**src/rtl/load_store_unit_if.sv**
```systemverilog
// ============================================================================
// Module   : load_store_unit_if
// Brief    : CPU-side request/response bundle of the load/store unit.
// Revision : 1.0 - initial release
// ============================================================================
`default_nettype none

interface load_store_unit_if;
    logic        req_valid;
    logic        req_ready;
    logic        req_write;
    logic [1:0]  req_size;
    logic        req_signed;
    logic [31:0] req_addr;
    logic [31:0] req_wdata;
    logic        resp_valid;
    logic [31:0] resp_rdata;
    logic        resp_fault;

    modport master (
        output req_valid, req_write, req_size, req_signed, req_addr, req_wdata,
        input  req_ready, resp_valid, resp_rdata, resp_fault
    );

    modport slave (
        input  req_valid, req_write, req_size, req_signed, req_addr, req_wdata,
        output req_ready, resp_valid, resp_rdata, resp_fault
    );
endinterface

`default_nettype wire

```
**src/rtl/load_store_unit.sv**
```systemverilog
// ============================================================================
// Module   : load_store_unit
// Brief    : Single-outstanding load/store initiator for a word-addressed data
//            memory; read-modify-write for sub-word stores. Optional macro
//            LSU_MISALIGN_TRAP_EN turns misaligned half/word accesses into faults.
// Revision : 1.0 - initial release
// ============================================================================
`default_nettype none

module load_store_unit #(
    parameter int MEM_WORDS = 64
) (
    input  wire logic        clk,
    input  wire logic        rst_n,
    load_store_unit_if.slave cpu,
    output logic [31:0]      mem_addr_o,
    input  wire logic [31:0] mem_read_i,
    output logic [31:0]      mem_write_data_o,
    output logic             mem_write_enable_o
);

    typedef enum logic [2:0] {
        S_IDLE   = 3'd0,
        S_ACCESS = 3'd1,
        S_WRITE  = 3'd2,
        S_FAULT  = 3'd3,
        S_RESP   = 3'd4
    } state_t;

    state_t      state_q;
    logic        write_q;
    logic [1:0]  size_q;
    logic        signed_q;
    logic [1:0]  off_q;
    logic [29:0] addr_q;
    logic [31:0] wdata_q;
    logic        ready_q;
    logic        resp_valid_q;
    logic [31:0] resp_rdata_q;
    logic        resp_fault_q;
    logic        we_q;
    logic [31:0] mem_wdata_q;

    logic        fault_d;
    logic [1:0]  off_d;
    logic [4:0]  shift_d;
    logic [7:0]  byte_d;
    logic [15:0] half_d;
    logic [31:0] load_d;
    logic [31:0] mask_d;
    logic [31:0] merge_d;

    always_comb begin
        fault_d = ({2'b00, cpu.req_addr[31:2]} >= 32'(MEM_WORDS));
`ifdef LSU_MISALIGN_TRAP_EN
        if ((cpu.req_size == 2'b01 && cpu.req_addr[0]) ||
            (cpu.req_size[1] && cpu.req_addr[1:0] != 2'b00)) begin
            fault_d = 1'b1;
        end
`endif
    end

    // Lane offset forced to the access size's alignment
    always_comb begin
        case (size_q)
            2'b00:   off_d = off_q;
            2'b01:   off_d = {off_q[1], 1'b0};
            default: off_d = 2'b00;
        endcase
        shift_d = {off_d, 3'b000};
        byte_d  = mem_read_i[shift_d +: 8];
        half_d  = mem_read_i[{off_d[1], 4'b0000} +: 16];
        case (size_q)
            2'b00: begin
                load_d = signed_q ? {{24{byte_d[7]}}, byte_d} : {24'd0, byte_d};
                mask_d = 32'h0000_00FF << shift_d;
            end
            2'b01: begin
                load_d = signed_q ? {{16{half_d[15]}}, half_d} : {16'd0, half_d};
                mask_d = 32'h0000_FFFF << shift_d;
            end
            default: begin
                load_d = mem_read_i;
                mask_d = 32'hFFFF_FFFF;
            end
        endcase
        merge_d = (mem_read_i & ~mask_d) | ((wdata_q << shift_d) & mask_d);
    end

    always_ff @(posedge clk or negedge rst_n) begin
        if (!rst_n) begin
            state_q      <= S_IDLE;
            write_q      <= 1'b0;
            size_q       <= 2'b00;
            signed_q     <= 1'b0;
            off_q        <= 2'b00;
            addr_q       <= 30'd0;
            wdata_q      <= 32'd0;
            ready_q      <= 1'b1;
            resp_valid_q <= 1'b0;
            resp_rdata_q <= 32'd0;
            resp_fault_q <= 1'b0;
            we_q         <= 1'b0;
            mem_wdata_q  <= 32'd0;
        end else begin
            case (state_q)
                S_IDLE: begin
                    if (cpu.req_valid) begin
                        write_q  <= cpu.req_write;
                        size_q   <= cpu.req_size;
                        signed_q <= cpu.req_signed;
                        off_q    <= cpu.req_addr[1:0];
                        addr_q   <= cpu.req_addr[31:2];
                        wdata_q  <= cpu.req_wdata;
                        ready_q  <= 1'b0;
                        state_q  <= fault_d ? S_FAULT : S_ACCESS;
                    end
                end
                S_ACCESS: begin
                    if (write_q) begin
                        mem_wdata_q <= merge_d;
                        we_q        <= 1'b1;
                        state_q     <= S_WRITE;
                    end else begin
                        resp_valid_q <= 1'b1;
                        resp_rdata_q <= load_d;
                        state_q      <= S_RESP;
                    end
                end
                S_WRITE: begin
                    we_q         <= 1'b0;
                    resp_valid_q <= 1'b1;
                    resp_rdata_q <= 32'd0;
                    state_q      <= S_RESP;
                end
                S_FAULT: begin
                    resp_valid_q <= 1'b1;
                    resp_fault_q <= 1'b1;
                    resp_rdata_q <= 32'd0;
                    state_q      <= S_RESP;
                end
                S_RESP: begin
                    resp_valid_q <= 1'b0;
                    resp_fault_q <= 1'b0;
                    resp_rdata_q <= 32'd0;
                    ready_q      <= 1'b1;
                    state_q      <= S_IDLE;
                end
                default: begin
                    we_q         <= 1'b0;
                    resp_valid_q <= 1'b0;
                    resp_fault_q <= 1'b0;
                    ready_q      <= 1'b1;
                    state_q      <= S_IDLE;
                end
            endcase
        end
    end

    assign cpu.req_ready       = ready_q;
    assign cpu.resp_valid      = resp_valid_q;
    assign cpu.resp_rdata      = resp_rdata_q;
    assign cpu.resp_fault      = resp_fault_q;
    assign mem_addr_o          = {addr_q, 2'b00};
    assign mem_write_data_o    = mem_wdata_q;
    assign mem_write_enable_o  = we_q;

endmodule

`default_nettype wire
```
**src/flat_wrapper.sv**
```systemverilog
// flat-port wrapper written by rule: the top's interface ports become plain ports
module load_store_unit_flat 
#(
    parameter int MEM_WORDS = 64
)
  (clk, rst_n, mem_addr_o, mem_read_i, mem_write_data_o, mem_write_enable_o, cpu_req_valid, cpu_req_write, cpu_req_size, cpu_req_signed, cpu_req_addr, cpu_req_wdata, cpu_req_ready, cpu_resp_valid, cpu_resp_rdata, cpu_resp_fault);
  load_store_unit_if cpu_i ();
  input  wire logic clk;
  input  wire logic rst_n;
  output logic [31:0] mem_addr_o;
  input  wire logic [31:0] mem_read_i;
  output logic [31:0] mem_write_data_o;
  output logic mem_write_enable_o;
  input wire logic [$bits(cpu_i.req_valid)-1:0] cpu_req_valid;
  input wire logic [$bits(cpu_i.req_write)-1:0] cpu_req_write;
  input wire logic [$bits(cpu_i.req_size)-1:0] cpu_req_size;
  input wire logic [$bits(cpu_i.req_signed)-1:0] cpu_req_signed;
  input wire logic [$bits(cpu_i.req_addr)-1:0] cpu_req_addr;
  input wire logic [$bits(cpu_i.req_wdata)-1:0] cpu_req_wdata;
  output wire logic [$bits(cpu_i.req_ready)-1:0] cpu_req_ready;
  output wire logic [$bits(cpu_i.resp_valid)-1:0] cpu_resp_valid;
  output wire logic [$bits(cpu_i.resp_rdata)-1:0] cpu_resp_rdata;
  output wire logic [$bits(cpu_i.resp_fault)-1:0] cpu_resp_fault;
  assign cpu_i.req_valid = cpu_req_valid;
  assign cpu_i.req_write = cpu_req_write;
  assign cpu_i.req_size = cpu_req_size;
  assign cpu_i.req_signed = cpu_req_signed;
  assign cpu_i.req_addr = cpu_req_addr;
  assign cpu_i.req_wdata = cpu_req_wdata;
  assign cpu_req_ready = cpu_i.req_ready;
  assign cpu_resp_valid = cpu_i.resp_valid;
  assign cpu_resp_rdata = cpu_i.resp_rdata;
  assign cpu_resp_fault = cpu_i.resp_fault;
  load_store_unit #(.MEM_WORDS(MEM_WORDS)) u_core (.clk(clk), .rst_n(rst_n), .cpu(cpu_i), .mem_addr_o(mem_addr_o), .mem_read_i(mem_read_i), .mem_write_data_o(mem_write_data_o), .mem_write_enable_o(mem_write_enable_o));
endmodule
```
**config.mk**
```make
export PLATFORM = sky130hd
export DESIGN_NAME = load_store_unit_flat
export DESIGN_NICKNAME = d
export VERILOG_FILES = /design/src/rtl/load_store_unit_if.sv /design/src/rtl/load_store_unit.sv /design/src/flat_wrapper.sv
export SDC_FILE = /design/constraint.sdc
export NUM_CORES = 1
export LEC_CHECK = 0
export CAP_MARGIN = 30
export CORE_UTILIZATION = 33
export DETAILED_ROUTE_END_ITERATION = 16
export PLACE_DENSITY_LB_ADDON = 0.15
export REMOVE_ABC_BUFFERS = 1
export SYNTH_ARGS = -nofsm -noshare
export SYNTH_HDL_FRONTEND = slang
export SYNTH_SLANG_ARGS = --single-unit
export TNS_END_PERCENT = 100
```
**constraint.sdc**
```tcl
create_clock -name clk -period 1.9 [get_ports clk]
set_clock_uncertainty 0.2 [all_clocks]
set_input_delay 0.38 -clock clk [delete_from_list [all_inputs] [get_ports clk]]
set_output_delay 0.38 -clock clk [all_outputs]
set_load 0.05 [all_outputs]
```
After elaboration in Yosys (flattened, before gate mapping)
Index checks and enable logic that the tools add are counted.
{"block": "classes", "n_eq_ne": 8, "n_shift": 5, "reduce_logical": 14, "mux": 18, "bitwise_logic": 7, "order_cmp": 1}
{"cell": "32-bit one-hot mux with 2 select lines", "count": 3}
{"cell": "32-bit 2-to-1 mux", "count": 3}
{"cell": "32-bit AND", "count": 2}
{"cell": "32-bit NOT", "count": 1}
{"cell": "32-bit OR", "count": 1}
{"cell": "32-bit by 6-bit indexed part select with 16-bit output", "count": 1}
{"cell": "32-bit by 6-bit indexed part select with 8-bit output", "count": 1}
{"cell": "16-bit by 5-bit left shift with 32-bit output, first input constant", "count": 1}
{"cell": "32-bit by 5-bit left shift with 32-bit output", "count": 1}
{"cell": "8-bit by 5-bit left shift with 32-bit output, first input constant", "count": 1}
{"cell": "30-bit by 7-bit greater-or-equal comparator with 1-bit output, second input constant", "count": 1}
{"cell": "2-bit AND reduction", "count": 6}
{"cell": "3-bit OR reduction", "count": 4}
{"cell": "3-bit one-hot mux with 3 select lines", "count": 1}
{"cell": "3-bit by 2-bit == test with 1-bit output, second input constant", "count": 2}
{"cell": "3-bit 2-to-1 mux", "count": 2}
{"cell": "1-bit one-hot mux with 2 select lines", "count": 3}
{"cell": "2-bit != test, second input constant", "count": 2}
{"cell": "2-bit one-hot mux with 2 select lines", "count": 1}
{"cell": "3-bit by 1-bit == test with 1-bit output, second input constant", "count": 1}
{"cell": "3-bit == test, second input constant", "count": 1}
{"cell": "3-bit logical NOT", "count": 1}
{"cell": "1-bit 2-to-1 mux", "count": 3}
{"cell": "1-bit NOT", "count": 3}
{"cell": "other kinds (7)", "count": 7}
{"block": "word_totals", "register_bits": 139, "elab_cells": 66, "in_bits": 103, "output_inout_bits": 100}

Depth between registers and ports, before layout
Gate-level depths: netlist (run 1).
{"block": "logic_depth", "ltp_word": 7, "depth_mapped": 6, "ltp_nobuf": 4}

Least setup slack after synthesis (run 1)
No wires, ideal clock.
{"block": "synth_timing", "path_type": "register to register", "start": "reg u_core.size_q[1]", "end": "reg u_core.resp_rdata_q[21] (netlist: u_core.cpu.resp_rdata[21])", "period_less_slack_ns": 1.832, "setup_ns": 0.133, "t_arrival_ns": 1.499, "setup_slack_ns": 0.068, "stages_incl_launch_ff": 6, "t_required_ns": 1.567, "path_cell_list": "dfrtp_1 buf_6 or4_4 a31oi_4 buf_4 o21ai_0"}
{"block": "synth_via", "elab_chain_cells": 7, "word_cells_on_any_way": 10, "cone_classes": "eq/ne (1); shift (2); mux (6); reduce/logical (1)"}
{"item": "start, declared", "line": "load_store_unit.sv:32", "rtl": "logic [1:0] size_q;"}
{"item": "start signal, assigned", "line": "load_store_unit.sv:110", "rtl": "size_q <= cpu.req_size;"}
{"item": "2-bit by 1-bit == test with 1-bit output or 2-bit logical NOT (tied branches)", "line": "load_store_unit.sv:65, load_store_unit.sv:73"}
{"item": "2-bit one-hot mux with 2 select lines", "line": "load_store_unit.sv:65", "rtl": "case (size_q)"}
{"item": "32-bit by 6-bit indexed part select with 16-bit output or 32-bit by 6-bit indexed part select with 8-bit output (tied branches)", "line": "load_store_unit.sv:72, load_store_unit.sv:71"}
{"item": "32-bit 2-to-1 mux, on equally long branches", "line": "load_store_unit.sv:79, load_store_unit.sv:75"}
{"item": "32-bit one-hot mux with 2 select lines *", "line": "load_store_unit.sv:73", "rtl": "case (size_q)"}
{"item": "32-bit 2-to-1 mux *", "line": "load_store_unit.sv:120", "rtl": "if (write_q) begin"}
{"item": "32-bit one-hot mux with 2 select lines *", "line": "load_store_unit.sv:106", "rtl": "case (state_q)"}
{"item": "end signal, assigned", "line": "load_store_unit.sv:126", "rtl": "resp_rdata_q <= load_d;"}
{"item": "end, declared", "line": "load_store_unit.sv:39", "rtl": "logic [31:0] resp_rdata_q;"}
Every way passes the cells marked *; elsewhere a longest branch is shown, timed or not. The select of a mux whose other input is x is not followed.
A chain may end at the register's enable or synchronous reset.

Worst setup path after layout (run 1)
{"block": "layout_timing", "start": "reg u_core.state_q[2]", "end": "reg u_core.wdata_q[4]"}
{"block": "layout_via", "elab_chain_cells": 2}
{"item": "start, declared", "line": "load_store_unit.sv:30", "rtl": "state_t state_q;"}
{"item": "start signal, assigned", "line": "load_store_unit.sv:116", "rtl": "state_q <= fault_d ? S_FAULT : S_ACCESS;"}
{"item": "3-bit logical NOT", "line": "load_store_unit.sv:106"}
{"item": "2-bit AND reduction (no line)"}
{"item": "end signal, assigned", "line": "load_store_unit.sv:114", "rtl": "wdata_q <= cpu.req_wdata;"}
{"item": "end, declared", "line": "load_store_unit.sv:36", "rtl": "logic [31:0] wdata_q;"}
No other way between the ends.

==> results of run 1 <==
[registers in the layout (all words and copies together) (netlist names)]
register / cells
u_core.size_q: 2
u_core.state_q: 3
u_core.off_q: 2
u_core.cpu.resp_fault: 1
u_core.cpu.resp_rdata: 32
u_core.wdata_q: 32
u_core.mem_write_data_o: 32
u_core.mem_write_enable_o: 1
u_core.cpu.resp_valid: 1
u_core.signed_q: 1
u_core.addr_q: 30
u_core.write_q: 1
u_core.cpu.req_ready: 1
[logic make-up (layout without fill, tap and decap cells)]
kind of cell,after synthesis,count (layout),synth area share
DFF,139,139,0.533
and+or+nand+nor,129,129,0.102
buffers and inverters,53,320,0.0398
AOI/OAI and AO/OA,169,169,0.163
muxes,96,96,0.163
other,1,2,0.000574
[per-layer routing]
metal,vias to the layer above,GRT usage,routed length (um)
li1,2656,-,-
met1,2896,0.274,9320
met2,259,0.385,10900
met3,35,0.0630,1840
met4,0,0.0804,419
met5,-,0,0
[final cells by class]
| cell class | count | area [sq um] |
|---|---|---|
| fill | 1765 | 9480 |
| sequential | 139 | 3480 |
| multi-input combinational | 396 | 2880 |
| timing repair buffer | 279 | 2710 |
| clock buffer | 28 | 497 |
| tap | 265 | 332 |
| clock inverter | 4 | 45.0 |
| inverter | 9 | 33.8 |
[power groups by stage]
stage	logic (W)	clock network [W]	registers, W
final	0.0121	0.00312	0.00546
after global routing	0.0127	0.00333	0.00564
after CTS	0.0117	0.00318	0.00546
after detailed placement	0.0113	0	0.00550
after global placement	0.0112	0	0.00545
after floorplan	0.00341	0	0.00869
[metrics by stage]
step,instance area (sq um),TNS (ns),util,std cells
2_1_floorplan,6310,-105.79,-,544
3_3_place_gp,9100,-20.21,0.468,1072
3_5_place_dp,9100,-22.37,0.468,1072
4_1_cts,9810,0,0.504,1115
5_1_grt,9980,-0.0249,0.513,1120
6_report,9980,0,0.513,1120
[worst paths after layout]
| check | to | depth (start not counted) | from |
|---|---|---|---|
| setup reg to reg | u_core.wdata_q[4]$_DFFE_PN0P_ | 5 | u_core.state_q[2]$_DFFE_PN0P_ |
| setup / recovery | u_core.wdata_q[4]$_DFFE_PN0P_ | 5 | u_core.state_q[2]$_DFFE_PN0P_ |
| min in group clk | u_core.mem_write_data_o[18]$_DFFE_PN0P_ | 2 | u_core.mem_write_data_o[18]$_DFFE_PN0P_ |
| hold / removal | u_core.mem_write_data_o[3]$_DFFE_PN0P_ | 2 | rst_n |
| max in group asynchronous | u_core.addr_q[17]$_DFFE_PN0P_ | 3 | rst_n |
| hold reg to reg | u_core.mem_write_data_o[18]$_DFFE_PN0P_ | 2 | u_core.mem_write_data_o[18]$_DFFE_PN0P_ |
[what timing repair did]
item	4_1_cts	5_1_grt
setup endpoints to repair	78	96
gates cloned	2	2
endpoints found under the hold margin	62	0
hold buffers	1	0
pin swaps	2	4
buffers inserted	8	3
resized for setup	11	29
[cell usage in the layout, fill, tap and decap left out, types with 3 or more instances in the layout]
| cell type | n |
|---|---|
| sky130_fd_sc_hd__a21oi_2 | 5 |
| sky130_fd_sc_hd__clkbuf_16 | 19 |
| sky130_fd_sc_hd__mux2_1 | 7 |
| sky130_fd_sc_hd__inv_1 | 9 |
| sky130_fd_sc_hd__buf_6 | 12 |
| sky130_fd_sc_hd__and3_1 | 15 |
| sky130_fd_sc_hd__clkbuf_8 | 3 |
| sky130_fd_sc_hd__a222oi_1 | 3 |
| sky130_fd_sc_hd__clkbuf_1 | 8 |
| sky130_fd_sc_hd__nor2_1 | 14 |
| sky130_fd_sc_hd__buf_12 | 19 |
| sky130_fd_sc_hd__nand2b_1 | 12 |
| sky130_fd_sc_hd__o21ai_0 | 66 |
| sky130_fd_sc_hd__mux2i_1 | 15 |
| sky130_fd_sc_hd__a211oi_1 | 9 |
| sky130_fd_sc_hd__a22oi_1 | 24 |
| sky130_fd_sc_hd__buf_4 | 142 |
| sky130_fd_sc_hd__a221o_1 | 5 |
| sky130_fd_sc_hd__a21oi_1 | 22 |
| sky130_fd_sc_hd__a221oi_1 | 6 |
| sky130_fd_sc_hd__nor4_1 | 6 |
| sky130_fd_sc_hd__dfrtp_2 | 3 |
| sky130_fd_sc_hd__clkdlybuf4s50_1 | 101 |
| sky130_fd_sc_hd__mux2_2 | 74 |
| sky130_fd_sc_hd__clkinv_2 | 3 |
| sky130_fd_sc_hd__o21ai_1 | 8 |
| sky130_fd_sc_hd__o22ai_1 | 9 |
| sky130_fd_sc_hd__dfrtp_1 | 135 |
| sky130_fd_sc_hd__nand2_1 | 62 |
==> metrics.md, run 1 <==
| Metric | Value |
|---|---|
| Status | `finished with violations` |
| Failing checks | `DRC` |
| Number of placement rows | `51` |
| Chip width | `143 um` |
| Top cell type's share of synthesized area | `0.529` |
| Max Cap Viol | `0` |
| Library cell occupying the most area in the post-synthesis netlist | `sky130_fd_sc_hd__dfrtp_1` |
| Die Outline Area | `20400 sq um` |
| Area of the placeable core | `19500 sq um` |
| Worst path bufs/invs | `3` |
| Count of nets left with antenna violations after detail routing | `0` |
| Initial antenna violation count | `1` |
| CTS Root Buffer Type | `sky130_fd_sc_hd__clkbuf_16` |
| Psw | `0.00950 W` |
| Commonest register cell after synthesis | `sky130_fd_sc_hd__dfrtp_1` |
| Worst Hold Margin | `0.224 ns` |
| Critical path peak fanout | `9` |
| Maximum count of clock buffers along a single path | `2` |
| Most frequent cell after synthesis | `sky130_fd_sc_hd__dfrtp_1` |
| Flip-flop and latch count after synthesis | `139` |
| Die height | `143 um` |
| Number of buffers added by the clock tree synthesis step | `17` |
| Cell area power density | `2070 nW/um^2` |
| Kind of cell with the highest combined delay on the critical path | `buffers and inverters` |
| Detailed-placement wirelength estimate | `15500 um` |
| Total congestion overflow after global routing | `0` |
| Number of input and output port buffers inserted | `200` |
| Synthesis-to-layout area growth | `52.8%` |
| Routability cong. | `0.841` |
| Leakage | `4.38 nW` |
| Setup slack on the worst flop-to-flop path | `0.05 ns` |
| Required time worst endpoint | `2.00 ns` |
| IR drop worst, VDD | `0.00140 V` |
| Routed len/inst | `20.1 um` |
| Setup-violating endpoint count in the final report | `0` |
| Minimum clock period after layout | `1.85 ns` |
| Synthesis Warnings | `0` |
| Max Clock Freq | `540 MHz` |
| Type of the worst min-delay path | `input port to async pin` |
| Crit path max-delay cell type | `sky130_fd_sc_hd__dfrtp_2` |
| Crit path setup slack, layout | `0.0476 ns` |
| Portion of the post-synthesis area used by sequential elements | `0.533` |
| Proportion of total power due to net switching | `0.460` |
| Async set or reset register ratio after synthesis | `1.00` |
| Combinational power share | `0.584` |
| Critical path startpoint category | `flop` |
| Number of violations reported at the end of detailed-routing iteration 0 | `408` |
| Fraction of layout instances using a drive strength above 1 | `0.354` |
| Relative contribution of sequential cells to total power | `0.265` |
| Num Clock Sinks | `139` |
| Cells along the critical path | `buf_12 -> nor3_4 -> buf_6 -> clkbuf_16 -> mux2_2` |
| GRT Resource Usage Total | `0.227` |
| Critical path endpoint category | `flop` |
| Total via count after detailed routing | `5846` |
| Total chip power | `0.0206 W` |
| Portion of the clock cycle consumed by the worst path in the final layout | `0.975` |
| Synthesized instance count | `587` |
| Vias per Instance | `5.22` |
| Critical Path AT | `1.95 ns` |
| Initial core utilization | `0.336` |
| Setup repair after global routing missed its margin | `yes` |
| Cell internal power dissipation | `0.0111 W` |
| EDFF count, synth | `0` |
| Detailed-routing iteration count for the pre-antenna-repair pass | `12` |
| Residual DRC count | `2` |
| Count of antenna diodes in the layout | `0` |
| Cell area after synthesis | `6530 sq um` |
| Largest net degree at the start of global routing | `55` |
| Clock slew seen by the registers of the worst setup and hold paths | `0.06 ns` |
| CP peak stage delay | `0.42 ns` |
| I/O pin count | `203` |
| Number of hold violations in the final report | `0` |
| Pins Over Slew Limit | `0` |
| Portion of total power attributed to the clock network | `0.151` |
| Commonest cells in the synthesized netlist | `sky130_fd_sc_hd__dfrtp_1, sky130_fd_sc_hd__mux2_2, sky130_fd_sc_hd__o21ai_0, sky130_fd_sc_hd__nand2_1, sky130_fd_sc_hd__a21oi_1` |
| Number of H-tree levels | `4` |
| Yosys cell types | `49` |
| Via count of the first global-routing pass | `6061` |
| Clock insertion delay at the later pin of the skew report | `0.41 ns` |
| Avg Synthesized Cell Area | `11.1 sq um` |
| Setup WS pre-CTS | `-0.282 ns` |
| Global-route wire length before repair | `34400 um` |
| Crit path kind | `flop to flop` |
| Area contributors post-synth | `sky130_fd_sc_hd__dfrtp_1, sky130_fd_sc_hd__mux2_2, sky130_fd_sc_hd__o21ai_0` |
| TritonCTS clock tree | `yes` |
| Net count reported at finish | `945` |
| Final routed wirelength across all metal layers | `22500 um` |
(Power assumes the default switching activity.)
==> run 2: changes to the inputs <==
--- a/config.mk
+++ b/config.mk
@@ -6,8 +6,10 @@
 export NUM_CORES = 1
 export LEC_CHECK = 0
 export CAP_MARGIN = 30
+export CORE_MARGIN = 2
 export CORE_UTILIZATION = 33
 export DETAILED_ROUTE_END_ITERATION = 16
+export HOLD_SLACK_MARGIN = 0.02
 export PLACE_DENSITY_LB_ADDON = 0.15
 export REMOVE_ABC_BUFFERS = 1
 export SYNTH_ARGS = -nofsm -noshare
==> run 2 against run 1 <==
The run now ends clean. Worst hold slack better by 0.014 ns. Critical path depth unchanged. Final cell count down 0.27%. Count of clock-buffer cells in the layout down 8. Die area up 2.8%. Register-to-register slack worse by 0.04 ns. Critical path type unchanged. Critical endpoint is now u_core.cpu.resp_rdata[24]$_DFFE_PN0P_. Largest power group unchanged.
==> metrics.md, run 2 (same netlist as run 1, synthesis figures left out) <==
| Metric | Value |
|---|---|
| Detailed-routing iteration count for the pre-antenna-repair pass | `5` |
| Critical path startpoint category | `flop` |
| IR drop worst, VDD | `0.000963 V` |
| Cell area power density | `2070 nW/um^2` |
| Clock slew seen by the registers of the worst setup and hold paths | `0.06 ns` |
| Num Clock Sinks | `139` |
| Count of antenna diodes in the layout | `0` |
| Vias per Instance | `5.14` |
| Portion of the clock cycle consumed by the worst path in the final layout | `0.996` |
| Via count of the first global-routing pass | `5930` |
| Number of violations reported at the end of detailed-routing iteration 0 | `413` |
| Net count reported at finish | `943` |
| Portion of total power attributed to the clock network | `0.158` |
| Number of H-tree levels | `4` |
| Fraction of layout instances using a drive strength above 1 | `0.357` |
| Setup-violating endpoint count in the final report | `0` |
| Most frequent cells in the layout | `sky130_fd_sc_hd__buf_4, sky130_fd_sc_hd__dfrtp_1, sky130_fd_sc_hd__clkdlybuf4s50_1, sky130_fd_sc_hd__mux2_2, sky130_fd_sc_hd__nand2_1` |
| Worst Hold Margin | `0.238 ns` |
| Routability cong. | `0.875` |
| Leakage | `4.36 nW` |
| Minimum clock period after layout | `1.89 ns` |
| Critical path endpoint category | `flop` |
| Met1 GRT Util | `0.265` |
| Proportion of total power due to net switching | `0.461` |
| Global-route wire length before repair | `33200 um` |
| Final design area excluding fillers | `9940 sq um` |
| Commonest non-fill, non-tap cell in the layout | `sky130_fd_sc_hd__buf_4` |
| Relative contribution of sequential cells to total power | `0.267` |
| Highest-utilization routing layer at the global route stage | `met2` |
| Chip width | `145 um` |
| Setup repair after global routing missed its margin | `yes` |
| Initial antenna violation count | `1` |
| Detailed-placement wirelength estimate | `16000 um` |
| Residual DRC count | `0` |
| Total congestion overflow after global routing | `0` |
| CTS Root Buffer Type | `sky130_fd_sc_hd__clkbuf_16` |
| Number of input and output port buffers inserted | `200` |
| Initial core utilization | `0.336` |
| Critical path peak fanout | `16` |
| Non-filler instance count after layout | `1117` |
| Length in cells of the worst reg-to-reg path | `5` |
| Required time worst endpoint | `1.99 ns` |
| Area of the placeable core | `19500 sq um` |
| Critical Path AT | `1.99 ns` |
| Maximum count of clock buffers along a single path | `2` |
| TritonCTS clock tree | `yes` |
| Max Cap Viol | `0` |
| Combinational power share | `0.575` |
| Total via count after detailed routing | `5737` |
| Clock insertion delay at the later pin of the skew report | `0.43 ns` |
| Crit path setup slack, layout | `0.00677 ns` |
| Type of the worst min-delay path | `input port to async pin` |
| Die Outline Area | `20900 sq um` |
| Routing usage on met3 | `0.0694` |
| I/O pin count | `203` |
| DP Cell Count | `1073` |
| Number of buffers added by the clock tree synthesis step | `17` |
| Cell internal power dissipation | `0.0111 W` |
| Fraction of met2 tracks used by global routing | `0.338` |
| Count of nets left with antenna violations after detail routing | `0` |
| Largest net degree at the start of global routing | `41` |
| Synthesis-to-layout area growth | `52.2%` |
| Number of hold violations in the final report | `0` |
| Final routed wirelength across all metal layers | `21800 um` |
| Pins Over Slew Limit | `0` |
| Final Util | `0.511` |
| Psw | `0.00949 W` |
| Crit path kind | `flop to flop` |
| Max Clock Freq | `528 MHz` |
| Cell Area, Placed | `9150 sq um` |
| Die height | `145 um` |
| Status | `finished clean` |
| Routed len/inst | `19.5 um` |
| Number of placement rows | `51` |
| GRT Resource Usage Total | `0.211` |
| Setup WS pre-CTS | `-0.283 ns` |
-- run 2: power groups by stage --
stage	sequential (W)	clock [W]	combinational (W)
after CTS	0.00549	0.00330	0.0114
after global placement	0.00545	0	0.0112
after floorplan	0.00869	0	0.00341
after detailed placement	0.00552	0	0.0114
after global routing	0.00568	0.00343	0.0125
final	0.00549	0.00325	0.0118
-- run 2: area by class of cell --
type,count,area [sq um]
clock buffer,20,447
clock inverter,11,123
fill,1787,9520
inverter,9,33.8
multi-input combinational,396,2870
sequential,139,3480
tap,265,332
timing repair buffer,277,2650
-- run 2: final timing paths --
kind,start,to,slack [ns]
setup / recovery,u_core.size_q[1]$_DFFE_PN0P_,u_core.cpu.resp_rdata[24]$_DFFE_PN0P_,0.007
min in group clk,u_core.mem_write_data_o[4]$_DFFE_PN0P_,u_core.mem_write_data_o[4]$_DFFE_PN0P_,0.28
hold / removal,rst_n,u_core.mem_write_data_o[14]$_DFFE_PN0P_,0.24
max in group asynchronous,rst_n,u_core.cpu.req_ready$_DFFE_PN1P_,0.69
hold reg to reg,u_core.mem_write_data_o[4]$_DFFE_PN0P_,u_core.mem_write_data_o[4]$_DFFE_PN0P_,0.28
setup reg to reg,u_core.size_q[1]$_DFFE_PN0P_,u_core.cpu.resp_rdata[24]$_DFFE_PN0P_,0.007
-- run 2: timing repair --
action                                  in CTS  in global routing
gates cloned                                 0                  2
buffers inserted                             0                 10
endpoints found under the hold margin       80                  0
gates resized for setup                      6                 29
pin swaps                                    0                  3
hold buffers                                 1                  0
endpoints found under the setup margin      54                 75
-- run 2: critical path: stages (launching register included) --
cell	delay [ns]
sky130_fd_sc_hd__dfrtp_2	0.42
sky130_fd_sc_hd__buf_12	0.14
sky130_fd_sc_hd__or4_4	0.56
sky130_fd_sc_hd__a31oi_4	0.18
sky130_fd_sc_hd__buf_12	0.16
sky130_fd_sc_hd__o21ai_0	0.09
-- run 2: per-stage QoR --
step                      total power [W]  setup TNS, ns
after detailed placement           0.0169         -20.36
after floorplan                    0.0121        -105.79
after CTS                          0.0202              0
after global placement             0.0167         -17.37
final                              0.0206              0
after global routing               0.0216         -0.173
-- run 2: per-layer routing --
metal	vias to the layer above	part of all wire
met5	-	0.00060
met4	2	0.025
met3	41	0.091
met2	263	0.47
met1	2781	0.41
li1	2650	-
